### src/rtl/z80_io_tx_fifo.sv
// Z80 I/O-space TX FIFO: OUT to BASE_ADDR queues a byte, BASE_ADDR+1 gives STATUS/CTRL,
// and a valid/ready stream drains the queue to a downstream consumer.
module z80_io_tx_fifo #(
  parameter logic [7:0] BASE_ADDR = 8'hBB,
  parameter int         DEPTH     = 16
) (
  input  logic       clk,
  input  logic       reset_n,
  input  logic [7:0] address,
  input  logic [7:0] cpu_dout,
  input  logic       rd_n,
  input  logic       wr_n,
  input  logic       iorq_n,
  input  logic       m1_n,
  output logic [7:0] rd_data,
  output logic       rd_sel,
  output logic [7:0] out_data,
  output logic       out_valid,
  input  logic       out_ready
);

  localparam int          AW        = (DEPTH > 1) ? $clog2(DEPTH) : 1;
  localparam logic [7:0]  CTRL_ADDR = BASE_ADDR + 8'd1;
  localparam logic [AW:0] DEPTH_C   = (AW+1)'(DEPTH);

  logic [7:0]    mem_q [DEPTH];
  logic [AW-1:0] wr_ptr_q, wr_ptr_d, rd_ptr_q, rd_ptr_d;
  logic [AW:0]   count_q, count_d;
  logic          ovf_q, ovf_d;
  logic          wr_prev_q, rd_prev_q;
  logic [7:0]    rd_data_q, rd_data_d;

  logic io_wr, io_rd, wr_edge, rd_edge, hit_data, hit_ctrl;
  logic empty, full, pop, push_req, push_ok, flush, ovf_new, status_rd;
  logic [4:0] count5;

  // Bus decode: interrupt-acknowledge cycles (M1 low) never count as I/O.
  assign io_wr    = !iorq_n && !wr_n && m1_n;
  assign io_rd    = !iorq_n && !rd_n && m1_n;
  assign wr_edge  = io_wr && !wr_prev_q;
  assign rd_edge  = io_rd && !rd_prev_q;
  assign hit_data = (address == BASE_ADDR);
  assign hit_ctrl = (address == CTRL_ADDR);

  assign empty     = (count_q == '0);
  assign full      = (count_q == DEPTH_C);
  assign pop       = !empty && out_ready;
  assign push_req  = wr_edge && hit_data;
  assign push_ok   = push_req && (!full || pop);
  assign ovf_new   = push_req && !push_ok;
  assign flush     = wr_edge && hit_ctrl && cpu_dout[0];
  assign status_rd = rd_edge && hit_ctrl;
  assign count5    = 5'(count_q);

  assign rd_sel    = io_rd && (hit_data || hit_ctrl);
  assign rd_data   = rd_data_q;
  assign out_valid = !empty;
  assign out_data  = empty ? 8'h00 : mem_q[rd_ptr_q];

  always_comb begin
    wr_ptr_d  = wr_ptr_q;
    rd_ptr_d  = rd_ptr_q;
    count_d   = count_q;
    ovf_d     = ovf_q;
    rd_data_d = rd_data_q;
    if (flush) begin
      wr_ptr_d = '0;
      rd_ptr_d = '0;
      count_d  = '0;
      ovf_d    = 1'b0;
    end else begin
      if (push_ok) wr_ptr_d = wr_ptr_q + AW'(1);
      if (pop)     rd_ptr_d = rd_ptr_q + AW'(1);
      if (push_ok && !pop)      count_d = count_q + (AW+1)'(1);
      else if (pop && !push_ok) count_d = count_q - (AW+1)'(1);
      // A fresh overflow in the same cycle as the STATUS read must not be lost.
      if (ovf_new)        ovf_d = 1'b1;
      else if (status_rd) ovf_d = 1'b0;
    end
    if (status_rd) rd_data_d = {count5, ovf_q, full, empty};
  end

  always_ff @(posedge clk or negedge reset_n) begin
    if (!reset_n) begin
      wr_ptr_q  <= '0;
      rd_ptr_q  <= '0;
      count_q   <= '0;
      ovf_q     <= 1'b0;
      wr_prev_q <= 1'b0;
      rd_prev_q <= 1'b0;
      rd_data_q <= 8'h00;
    end else begin
      wr_ptr_q  <= wr_ptr_d;
      rd_ptr_q  <= rd_ptr_d;
      count_q   <= count_d;
      ovf_q     <= ovf_d;
      wr_prev_q <= io_wr;
      rd_prev_q <= io_rd;
      rd_data_q <= rd_data_d;
    end
  end

  always_ff @(posedge clk) begin
    if (push_ok) mem_q[wr_ptr_q] <= cpu_dout;
  end

endmodule
### config.mk
export PLATFORM = sky130hd
export DESIGN_NAME = z80_io_tx_fifo
export DESIGN_NICKNAME = d
export VERILOG_FILES = /design/src/rtl/z80_io_tx_fifo.sv
export SDC_FILE = /design/constraint.sdc
export NUM_CORES = 1
export LEC_CHECK = 0
export BUFFER_PORTS_ARGS = -buffer_cell sky130_fd_sc_hd__buf_2
export CAP_MARGIN = 10
export CORE_ASPECT_RATIO = 0.7
export CORE_MARGIN = 10
export CORE_UTILIZATION = 46
export CTS_CLUSTER_SIZE = 25
export DETAILED_ROUTE_END_ITERATION = 6
export PLACE_DENSITY = 0.64
export SLEW_MARGIN = 30
export SYNTH_ARGS = -nofsm -noshare
export SYNTH_HDL_FRONTEND = slang
export SYNTH_SLANG_ARGS = --single-unit
export TNS_END_PERCENT = 5
### constraint.sdc
create_clock -name clk -period 3.55 [get_ports clk]
set_clock_uncertainty 0.2 [all_clocks]
set_input_delay 0.71 -clock clk [delete_from_list [all_inputs] [get_ports clk]]
set_output_delay 0.71 -clock clk [all_outputs]
set_load 0.02 [all_outputs]
==> results.yml <==
clock_network:
  cts_root_buf: "clkbuf_16"
  post_cts_buffers: 0
  cts.reportedPaths.clkPinSlew_ps: 70
  cts_resized: 0
  cts_max_level: 4
  cts_tree: "done"
  cts_buffers: 17
  cts_buffer_depth: 2
  cts-hold-fix-buffers: 0
  clkLatencyLatePin_ps: 420
  clkSinkCount: 152
global_route:
  grt_pass1_wl_mm: 20.4
  antenna_found_initial: 0
  gr-total-overflow: 0
  grt_pass1_vias: 3262
  track_usage: 0.141
  grt_start_max_net_pins: 36
power:
  leakage_uw: 0.00271
  fin_total_pwr_uw: 5210
  cellPowerDensity_nw_per_um2: 698
  vdd_drop_max_v: 0.000439
drt:
  wl_per_cell_um: 22.2
  route.detailed.drc: 0
  num_vias: 3278
  wirelength_mm: 13.2
  drt-initial-drc-count: 238
  ant_nets: 0
  via_per_inst: 5.50
  dr.pass1.iters: 4
floorplan:
  pin_count: 41
  start_util: 0.478
  fp.dieArea_um2: 19100
  rows: 35
  fp.dieW_um: 161
  coreArea_um2: 13400
  die_y_um: 119
synthesis:
  synth_top_cell_by_area: "edfxtp_1"
  netlist.area_leader.share: 0.602
  synthArstFlopShare: 0.158
  synthDistinctLibCells: 45
  synth_fa_ha_area_frac: 0.0188
  synthSimpleGateAreaFrac: 0.0645
  synth_area_um2: 6380
  synth_ff_type: "edfxtp_1"
  synthXorXnorAreaFrac: 0.0123
  synth_edf_count: 128
  ys_seq_area_frac: 0.696
  syn-num-nets: 361
  synth_compound_area_frac: 0.0155
  yosys-top-cells-area: "edfxtp_1 (60%), dfrtp_1 (9.4%), mux4_2 (8.5%)"
  muxShareOfSynthArea: 0.169
  syn_avg_cell_area_um2: 19.4
  synth_top_family_by_area: "multiplexers"
  yosys_warnings: 0
  ys_ff_latch: 152
  syn_inst: 329
run_status:
  outcome: "completed"
sta:
  finalSetupTns_ps: 0
  grt_setup_unrepaired: "false"
  fmax_ghz: 0.289
  setup_viol: 0
  slew_headroom: 0.568
  period_share: 0.976
  min_period_ps: 3460
  finalHoldViolations: 0
  tightestPinTransition_ps: 647
  slew_violations: 0
place:
  port_buffers: 40
  place_congestion: 0.829
  place_hpwl_mm: 8.81
layout:
  fill_cells: 1041
  final_nets: 430
  multi_input_area_um2: 1790
  mostFrequentLayoutCells: "edfxtp_1 (128), buf_2 (40), mux4_2 (24)"
  final_common_cell: "edfxtp_1"
  diodes: 0
  area_delta_synth_final_pct: 16.9
  drive_above_1_share: 0.311
  fin_util: 0.559
  seq_area_um2: 4450
worst_setup_path:
  worstSetupStartpointType: "flop"
  required_ps: 2640
  cp.arrival_ps: 2550
  endpoint_kind: "output port"
  regToRegSetupSlack_ps: 270
  crit_fanout: 35
  worstSetupPathType: "reg -> out"
hold_path:
  min_path_type: "in -> async"
job:
  cap_violations: 0
[metrics by stage]
step	instances	worst slack, ps	area (um2)	hold WS [ps]
finish	596	86.1	7470	70.5
CTS	596	73.1	7470	83.8
global route	596	25.1	7470	108
detailed placement	564	300	6900	274
floorplan	329	375	6380	214
global placement	564	484	6900	260
[layer usage]
metal  vias up  GRT usage  part of all wire  routed length (um)
met5         -          0                 0                   0
met4         0     0.0215            0.0027                  36
met3         4     0.0420             0.050                 656
met2        84      0.203              0.45                5990
met1      1726      0.209              0.49                6540
li1       1464          -                 -                   -
[Yosys cell counts (all sizes together) (4+ instances only)]
| master | count |
|---|---|
| xnor2 | 5 |
| edfxtp | 128 |
| and2 | 21 |
| a21oi | 6 |
| xor2 | 4 |
| nand2b | 4 |
| buf | 10 |
| inv | 7 |
| mux4 | 40 |
| nor3 | 4 |
| mux2 | 5 |
| nand2 | 8 |
| clkbuf | 4 |
| mux2i | 5 |
| dfrtp | 24 |
| ha | 8 |
| nor2 | 17 |
[cell families after synthesis]
family / count (synthesis)
xor gates and xnor gates: 9
buffers and inverters: 21
DFF: 152
adders and majority gates: 9
and+or+nand+nor: 72
muxes: 50
AOI/OAI and AO/OA: 16
[state kept, by name, indices dropped and copies added, names as in the netlist]
signal     count
mem_q        128
wr_ptr_q       4
rd_prev_q      1
ovf_q          1
count5         5
rd_ptr_q       4
wr_prev_q      1
rd_data        8
[worst paths after layout]
kind | startpoint | depth (start not counted) | to
max reg2reg | count5[1]$_DFFE_PN0P_ | 9 | count5[4]$_DFFE_PN0P_
min reg2reg | rd_data[0]$_DFFE_PN0P_ | 2 | rd_data[0]$_DFFE_PN0P_
min | reset_n | 1 | wr_prev_q$_DFF_PN0_
min in group clk | wr_n | 2 | wr_prev_q$_DFF_PN0_
max | rd_ptr_q[0]$_DFFE_PN0P_ | 5 | out_data[4]
max in group asynchronous | reset_n | 1 | rd_ptr_q[0]$_DFFE_PN0P_
[report_power, final]
group	total, uW	switching, uW	internal (uW)
Sequential	2120	123	1990
Clock	1700	726	977
Combinational	1390	680	713
Total	5210	1530	3680
[layout make-up]
type | count | area share
sequential | 152 | 0.595
multi-input combinational | 156 | 0.240
clock buffer | 17 | 0.0570
timing repair buffer | 64 | 0.0543
tap | 185 | 0.0310
clock inverter | 15 | 0.0191
inverter | 7 | 0.00352
[worst max-delay path, stage by stage (launching register included)]
cell     delay (ps)
dfrtp_2         370
buf_12          260
mux4_2          580
mux4_2          540
and2_1          190
buf_2           160
Note: power is estimated with default switching activity, not from simulation.
